## config.mk

```make
export PLATFORM = sky130hd
export DESIGN_NAME = adder_result_capture_flat
export DESIGN_NICKNAME = d
export VERILOG_FILES = /design/src/rtl/adder_result_capture_if.sv /design/src/rtl/adder_result_capture.sv /design/src/flat_wrapper.sv
export SDC_FILE = /design/constraint.sdc
export NUM_CORES = 1
export LEC_CHECK = 0
export ABC_CLOCK_PERIOD_IN_PS = 2650
export CAP_MARGIN = 20
export CORE_ASPECT_RATIO = 1.75
export CORE_MARGIN = 2
export CORE_UTILIZATION = 48
export CTS_BUF_LIST = sky130_fd_sc_hd__clkbuf_4
export CTS_CLUSTER_SIZE = 30
export DETAILED_ROUTE_END_ITERATION = 6
export PLACE_DENSITY = 0.9
export SYNTH_ARGS = -nofsm -noshare
export SYNTH_HDL_FRONTEND = slang
export SYNTH_SLANG_ARGS = --single-unit
```

## constraint.sdc

```tcl
create_clock -name clk -period 2.65 [get_ports clk]
set_input_delay 0.53 -clock clk [delete_from_list [all_inputs] [get_ports clk]]
set_output_delay 0.53 -clock clk [all_outputs]
set_load 0.1 [all_outputs]
```

## src/rtl/adder_result_capture_if.sv

```systemverilog
// Operand/result handshake bundle plus the hookup to the external ripple-carry adder.
// The master side is upstream plus the adder; the slave side is the capture stage.
interface adder_result_capture_if #(
   parameter int WIDTH = 4
);
   logic             in_valid;
   logic             in_ready;
   logic [WIDTH-1:0] in_a;
   logic [WIDTH-1:0] in_b;

   logic [WIDTH-1:0] add_a;
   logic [WIDTH-1:0] add_b;
   logic [WIDTH-1:0] add_sum;
   logic             add_ovf;

   logic             out_valid;
   logic             out_ready;
   logic [WIDTH-1:0] out_sum;
   logic             out_ovf;

   modport master (
      output in_valid, in_a, in_b, out_ready, add_sum, add_ovf,
      input  in_ready, add_a, add_b, out_valid, out_sum, out_ovf
   );

   modport slave (
      input  in_valid, in_a, in_b, out_ready, add_sum, add_ovf,
      output in_ready, add_a, add_b, out_valid, out_sum, out_ovf
   );
endinterface

```

## src/rtl/adder_result_capture.sv

```systemverilog
// Sequences one operand pair through an external adder and captures the settled result.
// Latency: SETTLE_CYCLES edges from accept to out_valid; ADDER_SAT_EN clamps overflowed sums.
// Backpressure: one transaction in flight, in_ready low until the result is taken downstream.
module adder_result_capture #(
   parameter int WIDTH         = 4,
   parameter int SETTLE_CYCLES = 2,
   parameter int OVF_CNT_W     = 8
) (
   input  logic                 clk,
   input  logic                 rst,
   adder_result_capture_if.slave bus,
   output logic [OVF_CNT_W-1:0] ovf_count,
   output logic                 busy
);

   localparam int CNT_W = (SETTLE_CYCLES > 1) ? $clog2(SETTLE_CYCLES) : 1;
   localparam logic [CNT_W-1:0] CNT_LOAD = CNT_W'(SETTLE_CYCLES - 1);

   typedef enum logic [1:0] {
      IDLE   = 2'd0,
      SETTLE = 2'd1,
      HOLD   = 2'd2
   } state_t;

   state_t               state_q;
   state_t               state_d;
   logic [CNT_W-1:0]     cnt_q;
   logic [WIDTH-1:0]     add_a_q;
   logic [WIDTH-1:0]     add_b_q;
   logic [WIDTH-1:0]     out_sum_q;
   logic                 out_ovf_q;
   logic [OVF_CNT_W-1:0] ovf_count_q;
   logic [WIDTH-1:0]     cap_sum;

   logic accept;
   logic capture;
   logic in_ready_c;
   logic out_valid_c;

   always_ff @(posedge clk or posedge rst) begin
      if (rst) begin
         state_q <= IDLE;
      end else begin
         state_q <= state_d;
      end
   end

   always_comb begin
      state_d     = state_q;
      accept      = 1'b0;
      capture     = 1'b0;
      in_ready_c  = 1'b0;
      out_valid_c = 1'b0;
      case (state_q)
         IDLE: begin
            in_ready_c = 1'b1;
            if (bus.in_valid) begin
               accept  = 1'b1;
               state_d = SETTLE;
            end
         end
         SETTLE: begin
            // Only the counter decides when the adder outputs are trusted.
            if (cnt_q == '0) begin
               capture = 1'b1;
               state_d = HOLD;
            end
         end
         HOLD: begin
            out_valid_c = 1'b1;
            if (bus.out_ready) begin
               state_d = IDLE;
            end
         end
         default: begin
            state_d = IDLE;
         end
      endcase
   end

   always_ff @(posedge clk or posedge rst) begin
      if (rst) begin
         cnt_q <= '0;
      end else if (accept) begin
         cnt_q <= CNT_LOAD;
      end else if (state_q == SETTLE && cnt_q != '0) begin
         cnt_q <= cnt_q - CNT_W'(1);
      end
   end

   always_ff @(posedge clk or posedge rst) begin
      if (rst) begin
         add_a_q <= '0;
         add_b_q <= '0;
      end else if (accept) begin
         add_a_q <= bus.in_a;
         add_b_q <= bus.in_b;
      end
   end

`ifdef ADDER_SAT_EN
   // Signed overflow only happens when both operands share a sign, so A's MSB picks the rail.
   always_comb begin
      cap_sum = bus.add_sum;
      if (bus.add_ovf) begin
         cap_sum = add_a_q[WIDTH-1] ? {1'b1, {(WIDTH-1){1'b0}}}
                                    : {1'b0, {(WIDTH-1){1'b1}}};
      end
   end
`else
   assign cap_sum = bus.add_sum;
`endif

   always_ff @(posedge clk or posedge rst) begin
      if (rst) begin
         out_sum_q <= '0;
         out_ovf_q <= 1'b0;
      end else if (capture) begin
         out_sum_q <= cap_sum;
         out_ovf_q <= bus.add_ovf;
      end
   end

   always_ff @(posedge clk or posedge rst) begin
      if (rst) begin
         ovf_count_q <= '0;
      end else if (capture && bus.add_ovf && !(&ovf_count_q)) begin
         ovf_count_q <= ovf_count_q + OVF_CNT_W'(1);
      end
   end

   assign bus.in_ready  = in_ready_c;
   assign bus.out_valid = out_valid_c;
   assign bus.add_a     = add_a_q;
   assign bus.add_b     = add_b_q;
   assign bus.out_sum   = out_sum_q;
   assign bus.out_ovf   = out_ovf_q;
   assign ovf_count     = ovf_count_q;
   assign busy          = (state_q != IDLE);

   a_hold_stable: assert property (@(posedge clk) disable iff (rst)
      (state_q == HOLD && !bus.out_ready) |=> (state_q == HOLD && $stable(out_sum_q) && $stable(out_ovf_q)));

   a_cnt_range: assert property (@(posedge clk) disable iff (rst)
      (state_q == SETTLE) |-> (cnt_q <= CNT_LOAD));

endmodule

```

## src/flat_wrapper.sv

```systemverilog
// flat-port wrapper written by rule: the top's interface ports become plain ports
module adder_result_capture_flat 
#(
   parameter int WIDTH         = 4,
   parameter int SETTLE_CYCLES = 2,
   parameter int OVF_CNT_W     = 8
)
  (clk, rst, ovf_count, busy, bus_in_valid, bus_in_a, bus_in_b, bus_out_ready, bus_add_sum, bus_add_ovf, bus_in_ready, bus_add_a, bus_add_b, bus_out_valid, bus_out_sum, bus_out_ovf);
  adder_result_capture_if #(.WIDTH(WIDTH)) bus_i ();
  input  logic clk;
  input  logic rst;
  output logic [OVF_CNT_W-1:0] ovf_count;
  output logic busy;
  input wire logic [$bits(bus_i.in_valid)-1:0] bus_in_valid;
  input wire logic [$bits(bus_i.in_a)-1:0] bus_in_a;
  input wire logic [$bits(bus_i.in_b)-1:0] bus_in_b;
  input wire logic [$bits(bus_i.out_ready)-1:0] bus_out_ready;
  input wire logic [$bits(bus_i.add_sum)-1:0] bus_add_sum;
  input wire logic [$bits(bus_i.add_ovf)-1:0] bus_add_ovf;
  output wire logic [$bits(bus_i.in_ready)-1:0] bus_in_ready;
  output wire logic [$bits(bus_i.add_a)-1:0] bus_add_a;
  output wire logic [$bits(bus_i.add_b)-1:0] bus_add_b;
  output wire logic [$bits(bus_i.out_valid)-1:0] bus_out_valid;
  output wire logic [$bits(bus_i.out_sum)-1:0] bus_out_sum;
  output wire logic [$bits(bus_i.out_ovf)-1:0] bus_out_ovf;
  assign bus_i.in_valid = bus_in_valid;
  assign bus_i.in_a = bus_in_a;
  assign bus_i.in_b = bus_in_b;
  assign bus_i.out_ready = bus_out_ready;
  assign bus_i.add_sum = bus_add_sum;
  assign bus_i.add_ovf = bus_add_ovf;
  assign bus_in_ready = bus_i.in_ready;
  assign bus_add_a = bus_i.add_a;
  assign bus_add_b = bus_i.add_b;
  assign bus_out_valid = bus_i.out_valid;
  assign bus_out_sum = bus_i.out_sum;
  assign bus_out_ovf = bus_i.out_ovf;
  adder_result_capture #(.WIDTH(WIDTH), .SETTLE_CYCLES(SETTLE_CYCLES), .OVF_CNT_W(OVF_CNT_W)) u_core (.clk(clk), .rst(rst), .bus(bus_i), .ovf_count(ovf_count), .busy(busy));
endmodule
```

==> Yosys cells after proc, flatten, opt, wreduce, memory -nomap -nowiden <==
Cells that the tools add are included.
{ "totals": {"reg_bits": 24, "input_bits": 17, "out_inout_bits": 24, "word_cells": 35} }
{ "op_classes": {"addsub": 2, "n_eq_ne": 5, "muxes": 12, "n_reduce_logical": 9} }
{ "op_table": {"columns": ["operator", "n"], "rows": [
  ["$add A8 B1 Y8 const B", 1],
  ["$mux W1", 8],
  ["$reduce_and A8 Y1", 1],
  ["$mux W2", 3],
  ["$ne A2 B2 Y1 const B", 3],
  ["$pmux W2 S3", 1],
  ["$reduce_bool A2 Y1", 2],
  ["$logic_and A1 B1 Y1", 3],
  ["$reduce_and A3 Y1", 1],
  ["$eq A2 B1 Y1 const B", 1],
  ["$eq A2 B2 Y1 const B", 1],
  ["$logic_not A2 Y1", 1],
  ["$logic_not A1 Y1", 1],
  ["$sub A1 B1 Y1 const B", 1]
]} }

==> Logic depth before layout (Yosys ltp) <==
Gate-level depths: netlist of the first run.
{ "depth": {"ltp_word": 4, "ltp_mapped": 5, "mapped_depth_nobuf": 4} }

==> Least setup slack after synthesis of the first run <==
OpenSTA, ideal clock, no wires.
{ "synth_path": {"path_kind": "register -> register", "startpoint": "register u_core.state_q[0]", "endpoint": "register u_core.add_a_q[0] (netlist: u_core.bus.add_a[0])", "setup_time_ns": 0.126, "arrival_ns": 2.344, "t_required_ns": 2.524, "slack_ns": 0.180, "stages_incl_launch_ff": 6, "synth_period_minus_slack_ns": 2.470, "cell_sequence": "dfrtp_1 > or2_1 > inv_2 > and2_1 > buf_6 > mux2_4"} }
{ "synth_via": {"elab_chain_len": 2} }
{ "synth_rtl": {"columns": ["item", "line_no", "rtl"], "rows": [
  ["from (decl)", "adder_result_capture.sv:25", "state_t state_q;"],
  ["from (signal assigned)", "adder_result_capture.sv:44", "state_q <= state_d;"],
  ["$logic_not A2 Y1", "adder_result_capture.sv:54", "case (state_q)"],
  ["$mux W1", "adder_result_capture.sv:54", null],
  ["to (signal assigned)", "adder_result_capture.sv:96", "add_a_q <= bus.in_a;"],
  ["to (decl)", "adder_result_capture.sv:28", "logic [WIDTH-1:0] add_a_q;"]
]} }
Every way passes these cells.
A chain may end at the register's enable or synchronous reset.

==> Worst setup path in the final report of the first run <==
{ "layout_path": {"startpoint": "register u_core.state_q[0]", "endpoint": "output bus_in_ready"} }
{ "layout_via": {"elab_chain_len": 2} }
{ "layout_rtl": {"columns": ["item", "line_no", "rtl"], "rows": [
  ["$logic_not A2 Y1", "adder_result_capture.sv:54", null],
  ["$mux W1", "adder_result_capture.sv:54", null],
  ["to (decl)", "flat_wrapper.sv:20", "output wire logic [$bits(bus_i.in_ready)-1:0] bus_in_ready;"]
]} }
Every way passes these cells.

==> results of run 1 <==
layout by cell type, fill, tap and decap left out, types with 2 or more instances in the layout:
cell type,Yosys,final
nand3_1,3,3
nand4_1,3,3
clkdlybuf4s50_1,0,16
clkbuf_4,0,3
a21oi_1,3,3
nor2_1,4,4
xnor2_1,2,2
nor3_1,2,2
nand2_1,5,5
buf_4,0,25
mux2_4,8,8
dfrtp_1,24,24
inv_1,4,4
o21ai_0,3,3
mux2_2,8,8
worst max-delay path, delay by kind of cell, from the launching register on:
| family | cells | cell delay, ns |
|---|---|---|
| buffers and inverters | 2 | 0.34 |
| AND/OR/NAND/NOR | 1 | 0.28 |
| flip-flops | 1 | 0.47 |
metal layers:
layer	GRT usage	up-vias	wire length (um)
li1	-	395	-
met1	0.201	413	900
met2	0.333	38	1150
met3	0.0263	2	217
met4	0.0517	0	20
met5	0	-	0
per-stage QoR:
stage | setup WS, ns | util | cells
finish | 0.718 | 0.714 | 153
global route | 0.660 | 0.714 | 153
CTS | 0.719 | 0.714 | 153
detailed placement | 0.654 | 0.689 | 149
global placement | 0.712 | 0.689 | 149
floorplan | 0.180 | - | 85
kinds of logic after synthesis:
logic type	Yosys count	synth area share
DFF	24	0.549
muxes	17	0.201
and+or+nand+nor	25	0.135
AOI/OAI and AO/OA	10	0.0595
buffers and inverters	6	0.0275
xor gates and xnor gates	2	0.0160
adders and majority gates	1	0.0114
cells in the mapped netlist:
master / number
nand4_1: 3
mux2_4: 8
and4bb_2: 1
dfrtp_1: 24
mux2i_1: 1
o21a_1: 1
nand2b_1: 1
a21oi_1: 3
inv_2: 1
buf_6: 1
ha_1: 1
o2111a_1: 1
nand4bb_1: 1
nand3_1: 3
xnor2_1: 2
o2111ai_1: 1
a21o_1: 1
or2_1: 1
nand2_1: 5
mux2_2: 8
inv_1: 4
and3_1: 1
and2_1: 1
nor2_1: 4
o21ai_0: 3
nor3b_2: 1
nor3_1: 2
and4_1: 1
sequential cells by signal (all words and copies together), names as in the netlist:
name and flops:
u_core.state_q 2, u_core.ovf_count 8, u_core.bus.add_b 4, u_core.bus.out_ovf 1, u_core.bus.out_sum 4, u_core.cnt_q 1
u_core.bus.add_a 4
final cells by class:
type | instances | share of cell area
flip-flops and latches | 24 | 0.397
multi-input cells | 55 | 0.306
repair buffers | 41 | 0.230
clock inverters | 1 | 0.0199
well taps | 24 | 0.0199
clock buffers | 3 | 0.0149
inverters | 5 | 0.0124
path summary, 6_finish.rpt:
check	cells after the start	startpoint	end	slack, ns
worst max-delay path	3	u_core.state_q[0]	bus_in_ready	0.72
worst min-delay path	1	u_core.bus.out_sum[0]	u_core.bus.out_sum[0]	0.53
worst max register to register	4	u_core.ovf_count[0]	u_core.ovf_count[1]	0.90
worst min register to register	1	u_core.bus.out_sum[0]	u_core.bus.out_sum[0]	0.53
max in group asynchronous	3	rst	u_core.ovf_count[6]	1.87
min in group asynchronous	3	rst	u_core.bus.out_ovf	0.55
==> metrics.md, run 1 <==
| Metric | Value |
|---|---|
| Clk_skew | `0.00619 ns` |
| Endpoint class of the critical path | `output port` |
| Worst min-delay path category | `reg2reg` |
| CTS hold repair buffers | `0` |
| Largest net degree at the start of global routing | `25` |
| Unrepaired setup endpoints after global routing | `false` |
| CP required | `2.12 ns` |
| CP max stage delay | `approximately 0.47 ns` |
| Initial antenna violation count | `0` |
| Yosys cell types | `28` |
| Synthesized cell area | `approximately 1100 um^2` |
| First-pass GRT wire length | `about 3500 um` |
| Slowest stage cell, crit path | `dfrtp_1` |
| GRT Overall Usage | `0.181` |
| 1st-pass router iterations | `3` |
| Status | `completed` |
| Final ANT Viol Nets | `0` |
| Register area | `between 600 and 700 um^2` |
| Synth Instances | `85` |
| Setup TNS | `0 ns` |
| Syn Nets | `103` |
| Fin crit period | `1.93 ns` |
| Initial Utilization | `0.516` |
| TritonCTS clock tree | `built` |
| Critical-path cell list | `or2_1, inv_2, buf_4` |
| Multi-input gate area | `between 400 and 500 um^2` |
| Wire length per cell | `between 10 and 15 um` |
| Nets@finish | `148` |
| Final setup violation count | `0` |
| CTS root buffer | `clkbuf_4` |
| DRC viols | `0` |
| Num CTS Buffers | `3` |
| FILL cells | `between 150 and 200` |
| Placed inst area | `1460 um^2` |
| H-Tree Level Count | `1` |
| Vias | `848` |
| Hold_ws | `approximately 0.53 ns` |
| Iter 0 DRT Violations | `9` |
| Detailed-route vias per instance | `about 5.5` |
| Total gr overflow | `0` |
| Part of the cycle the worst path needs | `0.729` |
| Largest buffer count on any clock path | `2` |
| Slew Limit Fails | `0` |
| Worst-Skew Late Latency | `approximately 0.32 ns` |
| Startpoint Class | `flop` |
| Share of cells above drive strength 1 | `0.372` |
| Rows | `22` |
| CP Max Fanout | `7` |
| IO Port Bufs | `40` |
| Max Cap Violations | `0` |
| Vias in the first global route | `just over 800` |
| Area leader, netlist | `dfrtp_1` |
| Yosys reg bits | `24` |
| Chip Width | `between 40 and 50 um` |
| Post-DP HPWL | `1770 um` |
| Syn avg cell area | `around 13 um^2` |
| Area grow syn2layout | `38.3%` |
| Top cells by area, synth | `dfrtp_1, mux2_4, mux2_2, nand2_1, nand4_1` |
| Fmax | `approximately 0.52 GHz` |
| Critical path class | `reg2out` |
| Die ar. | `2690 um^2` |
| Relative slew slack | `0.644` |
| Final hold vios | `0` |
| CTS Sinks | `24` |
| Critical path arrival | `1.40 ns` |
| Design Area, Final | `1510 um^2` |
| Slew @ Worst Pin | `~0.53 ns` |
| Core Region | `about 2100 um^2` |
| YS warnings | `0` |
| GP Congestion | `a little under 0.8` |
| Sequential-to-total area share from yosys stat | `0.549` |
| CTS clk-pin slew, worst paths | `roughly 0.13 ns` |
| Drt total wl | `2280 um` |
| Die Y | `67.1 um` |
| Cts repair resizes | `0` |
| # IOs | `approximately 40` |
| Setup bufs post-CTS | `0` |
| ANT cells | `0` |
| Share of the synthesized area in the top cell type | `0.549` |
Power of run 1 is left out: the tool's default activity adds up to more than one toggle a clock period on the data nets, which glitch-free logic cannot reach.
==> run 2: changes to the inputs <==
--- a/config.mk
+++ b/config.mk
@@ -5,15 +5,15 @@
 export SDC_FILE = /design/constraint.sdc
 export NUM_CORES = 1
 export LEC_CHECK = 0
-export ABC_CLOCK_PERIOD_IN_PS = 2650
+export ABC_CLOCK_PERIOD_IN_PS = 2000
 export CAP_MARGIN = 20
 export CORE_ASPECT_RATIO = 1.75
 export CORE_MARGIN = 2
-export CORE_UTILIZATION = 48
+export CORE_UTILIZATION = 45
 export CTS_BUF_LIST = sky130_fd_sc_hd__clkbuf_4
 export CTS_CLUSTER_SIZE = 30
 export DETAILED_ROUTE_END_ITERATION = 6
-export PLACE_DENSITY = 0.9
+export PLACE_DENSITY = 0.85
 export SYNTH_ARGS = -nofsm -noshare
 export SYNTH_HDL_FRONTEND = slang
 export SYNTH_SLANG_ARGS = --single-unit
==> constraint.sdc (replaced) <==
create_clock -name clk -period 2 [get_ports clk]
set_input_delay 0.4 -clock clk [delete_from_list [all_inputs] [get_ports clk]]
set_output_delay 0.4 -clock clk [all_outputs]
set_load 0.1 [all_outputs]
==> run 2 against run 1 <==
Net effect: cell area up 4.8%; via count decreased by 2.4%; critical path depth unchanged; wire length is 5.1% higher; sequential share of layout area decreased by 1.4 points; critical path type unchanged.
==> metrics.md, run 2 (same netlist as run 1, synthesis figures left out) <==
| Metric | Value |
|---|---|
| Cts repair resizes | `0 (unchanged)` |
| Die ar. | `2860 um^2 (+6.1%)` |
| Setup bufs post-CTS | `0 (unchanged)` |
| Post-DP HPWL | `1920 um (+8.8%)` |
| Initial Utilization | `0.475 (-0.0409)` |
| Commonest non-fill, non-tap cells in the layout | `buf_4, dfrtp_1, clkdlybuf4s50_1, mux2_4, mux2_2` |
| Vias | `828 (-2.4%)` |
| CTS root buffer | `clkbuf_4` |
| Slew Limit Fails | `0 (unchanged)` |
| Final ANT Viol Nets | `0 (unchanged)` |
| Iter 0 DRT Violations | `15 (+6)` |
| IO Port Bufs | `40 (unchanged)` |
| Worst min-delay path category | `in2async` |
| Share of cells above drive strength 1 | `0.431 (+0.0587)` |
| Part of the cycle the worst path needs | `0.910` |
| Num CTS Buffers | `3 (unchanged)` |
| Nets@finish | `149 (+0.68%)` |
| Startpoint Class | `flop` |
| Most common cell after layout, fill and taps aside | `buf_4` |
| Critical path class | `reg2out` |
| Endpoint class of the critical path | `output port` |
| TritonCTS clock tree | `built` |
| Fin crit period | `1.82 ns` |
| Die Y | `69.2 um (+3.1%)` |
| Clk_skew | `0.000882 ns (-0.00531 ns)` |
| Rows | `23 (+4.5%)` |
| GRT Overall Usage | `0.186 (+0.00495)` |
| Worst-Skew Late Latency | `0.30 ns (-0.02 ns)` |
| Area grow syn2layout | `45.0%` |
| CTS clk-pin slew, worst paths | `0.12 ns (about the same)` |
| Critical-path cell list | `or2_2, inv_6, buf_12` |
| Drt total wl | `2400 um (+5.1%)` |
| Wire length per cell | `15.5 um (+3.8%)` |
| Final setup violation count | `0 (unchanged)` |
| Busiest grt layer | `met2` |
| CP required | `1.60 ns (-0.52 ns)` |
| CP max stage delay | `0.48 ns (about the same)` |
| Max reg flops | `8 (unchanged)` |
| Chip Width | `41.3 um (+3.0%)` |
| Core Region | `2300 um^2 (+8.6%)` |
| Total gr overflow | `0 (unchanged)` |
| CP Max Fanout | `7 (unchanged)` |
| Slowest stage cell, crit path | `dfrtp_1` |
| ANT cells | `0 (unchanged)` |
| Fmax | `between 0.5 and 0.6 GHz` |
| CTS Sinks | `24 (unchanged)` |
| Vias in the first global route | `851 (+3.0%)` |
| First-pass GRT wire length | `3800 um (+10%)` |
| Relative slew slack | `0.692 (+0.0479)` |
| H-Tree Level Count | `1 (unchanged)` |
| # IOs | `41 (unchanged)` |
| FILL cells | `170 (+3.7%)` |
| Setup TNS | `0 ns (unchanged)` |
| Routing usage on met3 | `0.0224 (-0.00388)` |
| Max Cap Violations | `0 (unchanged)` |
| DRC viols | `0 (unchanged)` |
| Largest buffer count on any clock path | `2 (unchanged)` |
| Met2 Resource Use GR | `0.311 (-0.0219)` |
| CTS hold repair buffers | `0 (unchanged)` |
| Final hold vios | `0 (unchanged)` |
| Largest net degree at the start of global routing | `25 (unchanged)` |
| Unrepaired setup endpoints after global routing | `false` |
| Initial antenna violation count | `0 (unchanged)` |
| Slew @ Worst Pin | `0.460 ns (-0.0738 ns)` |
| 1st-pass router iterations | `4 (+1)` |
| Status | `completed` |
| GP Congestion | `0.864 (+12%)` |
| Critical path arrival | `1.42 ns (+0.02 ns)` |
| M1 GR Usage | `0.231 (+0.0293)` |
| Detailed-route vias per instance | `5.34 (-3.6%)` |
## run 2: stage by stage
stage,area [um^2],hold slack (ns),std cells,util,worst slack (ns)
after floorplan,1110,0.414,85,-,0.00537
after global placement,1530,0.492,151,0.666,0.259
after detailed placement,1530,0.497,151,0.666,0.131
after CTS,1590,0.432,155,0.689,0.166
after global routing,1590,0.475,155,0.689,0.120
final,1590,0.434,155,0.689,0.180
## run 2: layout make-up
cell class / count / area [um^2] / area share
sequential: 24 / 607 / 0.383
multi-input combinational: 55 / 465 / 0.294
timing repair buffer: 42 / 405 / 0.256
tap: 25 / 31.3 / 0.0197
clock inverter: 1 / 30.0 / 0.0189
inverter: 5 / 23.8 / 0.0150
clock buffer: 3 / 22.5 / 0.0142
## run 2: final timing paths
path,from,end,slack [ns],cells past startpoint
worst min-delay path,rst,u_core.bus.add_a[0],0.43,3
max in group asynchronous,rst,u_core.ovf_count[1],1.32,3
min in group clk,u_core.bus.add_b[1],u_core.bus.add_b[1],0.53,1
worst min register to register,u_core.bus.add_b[1],u_core.bus.add_b[1],0.53,1
worst max register to register,u_core.state_q[0],u_core.bus.add_a[3],0.30,5
worst max-delay path,u_core.state_q[0],bus_in_ready,0.18,3
## run 2: per-layer routing
layer	wire [um]	vias up
li1	-	394
met1	908	390
met2	1270	42
met3	213	2
met4	14	0
met5	0	-
## run 2: worst max-delay path: cells and delay by family, from the launching register on
kind          cells  cell delay (ns)
flops             1             0.48
simple gates      1             0.40
buf+inv           2             0.24
Power of run 2 is left out for the same reason.
==> run 3: changes to the inputs <==
--- a/config.mk
+++ b/config.mk
@@ -13,6 +13,7 @@
 export CTS_BUF_LIST = sky130_fd_sc_hd__clkbuf_4
 export CTS_CLUSTER_SIZE = 30
 export DETAILED_ROUTE_END_ITERATION = 6
+export MAX_ROUTING_LAYER = met4
 export PLACE_DENSITY = 0.85
 export SYNTH_ARGS = -nofsm -noshare
 export SYNTH_HDL_FRONTEND = slang
==> run 3 against run 2 <==
Net effect: utilization is the same; non-clock buffer count unchanged; final cell count stayed put; die area is the same; via count fell by 0.48%; cell area stayed put; hold slack improved by 0.00073 ns; sequential share of layout area stayed put; count of clock-buffer cells in the layout unchanged; worst setup slack got worse by 0.0015 ns; fmax hardly changed; critical path type unchanged; critical endpoint unchanged; highest routed layer unchanged.
==> metrics.md, run 3 (same netlist as run 1, synthesis figures left out) <==
| Metric | Value |
|---|---|
| Status | `completed` |
| Setup bufs post-CTS | `0 (unchanged)` |
| Cts repair resizes | `0 (unchanged)` |
| GP Congestion | `0.878 (+1.6%)` |
| Final hold vios | `0 (unchanged)` |
| Fmax | `0.549 GHz (about the same)` |
| Vias | `824 (-0.48%)` |
| Commonest non-fill, non-tap cells in the layout | `buf_4, dfrtp_1, clkdlybuf4s50_1, mux2_4, mux2_2` |
| Area grow syn2layout | `45.0% (unchanged)` |
| Largest net degree at the start of global routing | `25 (unchanged)` |
| Core Region | `2300 um^2 (unchanged)` |
| Vias in the first global route | `853 (+0.24%)` |
| FILL cells | `170 (unchanged)` |
| Part of the cycle the worst path needs | `0.911 (about the same)` |
| Share of cells above drive strength 1 | `0.431 (unchanged)` |
| TritonCTS clock tree | `built` |
| Setup TNS | `0 ns (unchanged)` |
| Endpoint class of the critical path | `output port` |
| Worst min-delay path category | `in2async` |
| Fin crit period | `1.82 ns (+0.00150 ns)` |
| Slowest stage cell, crit path | `dfrtp_1` |
| CTS clk-pin slew, worst paths | `0.12 ns (about the same)` |
| Unrepaired setup endpoints after global routing | `false` |
| Critical-path cell list | `or2_2, inv_6, buf_12` |
| Max reg flops | `8 (unchanged)` |
| Num CTS Buffers | `3 (unchanged)` |
| Rows | `23 (unchanged)` |
| H-Tree Level Count | `1 (unchanged)` |
| Startpoint Class | `flop` |
| Slew Limit Fails | `0 (unchanged)` |
| Post-DP HPWL | `1920 um (unchanged)` |
| CTS Sinks | `24 (unchanged)` |
| Wire length per cell | `15.7 um (+1.1%)` |
| 1st-pass router iterations | `4 (unchanged)` |
| Total gr overflow | `0 (unchanged)` |
| CTS hold repair buffers | `0 (unchanged)` |
| IO Port Bufs | `40 (unchanged)` |
| CP Max Fanout | `7 (unchanged)` |
| CP required | `1.60 ns (about the same)` |
| Iter 0 DRT Violations | `14 (-1)` |
| Critical path class | `reg2out` |
| Final setup violation count | `0 (unchanged)` |
| Die Y | `69.2 um (unchanged)` |
| GRT Overall Usage | `0.190 (+0.00395)` |
| Clk_skew | `0.000668 ns (-0.000214 ns)` |
| Worst-Skew Late Latency | `0.30 ns (about the same)` |
| Die ar. | `2860 um^2 (unchanged)` |
| DRC viols | `0 (unchanged)` |
| Chip Width | `41.3 um (unchanged)` |
| Largest buffer count on any clock path | `2 (unchanged)` |
| Drt total wl | `2430 um (+1.1%)` |
| Max Cap Violations | `0 (unchanged)` |
| Initial Utilization | `0.475 (unchanged)` |
| CP max stage delay | `0.48 ns (about the same)` |
| Slew @ Worst Pin | `0.459 ns (-0.000193 ns)` |
| Most common cell after layout, fill and taps aside | `buf_4` |
| Critical path arrival | `1.42 ns (about the same)` |
| CTS root buffer | `clkbuf_4` |
| # IOs | `41 (unchanged)` |
| ANT cells | `0 (unchanged)` |
| First-pass GRT wire length | `3800 um (-0.16%)` |
| Initial antenna violation count | `0 (unchanged)` |
| Final ANT Viol Nets | `0 (unchanged)` |
| Relative slew slack | `0.692 (about the same)` |
| Detailed-route vias per instance | `5.32 (-0.48%)` |
| Nets@finish | `149 (unchanged)` |
[run 3: cell counts in the layout (fill, tap and decap cells not counted)]
Identical to the previous run, type by type.
[run 3: worst paths after layout]
check | slack, ns | depth (start not counted) | to | start
setup / recovery | 0.18 | 3 | bus_in_ready | u_core.state_q[0]
min in group clk | 0.53 | 1 | u_core.bus.add_b[1] | u_core.bus.add_b[1]
hold reg to reg | 0.53 | 1 | u_core.bus.add_b[1] | u_core.bus.add_b[1]
max in group asynchronous | 1.32 | 3 | u_core.ovf_count[0] | rst
setup reg to reg | 0.30 | 5 | u_core.bus.add_a[3] | u_core.state_q[0]
hold / removal | 0.43 | 3 | u_core.bus.add_a[0] | rst
[run 3: per-stage QoR]
stage | instance area [um^2] | hold WS (ns) | cells | util | worst slack (ns)
floorplan | 1110 | 0.414 | 85 | - | 0.00537
global route | 1590 | 0.474 | 155 | 0.689 | 0.120
finish | 1590 | 0.435 | 155 | 0.689 | 0.179
CTS | 1590 | 0.432 | 155 | 0.689 | 0.166
detailed placement | 1530 | 0.497 | 151 | 0.666 | 0.131
global placement | 1530 | 0.492 | 151 | 0.666 | 0.259
[run 3: cell type report]
class / count / area [um^2] / share of cell area
Sequential cell: 24 / 607 / 0.383
Timing Repair Buffer: 42 / 405 / 0.256
Clock inverter: 1 / 30.0 / 0.0189
Tap cell: 25 / 31.3 / 0.0197
Multi-Input combinational cell: 55 / 465 / 0.294
Clock buffer: 3 / 22.5 / 0.0142
Inverter: 5 / 23.8 / 0.0150
[run 3: worst max-delay path, delay by kind of cell (launching register included)]
| family | cells | cell delay [ns] |
|---|---|---|
| and+or+nand+nor | 1 | 0.40 |
| buffers and inverters | 2 | 0.24 |
| DFF | 1 | 0.48 |
[run 3: layer usage]
metal | track usage | part of all wire
met1 | 0.226 | 0.39
met2 | 0.313 | 0.53
met3 | 0.0224 | 0.079
met4 | 0.0645 | 0.0058
met5 | - | 0
Power of run 3 is left out for the same reason.
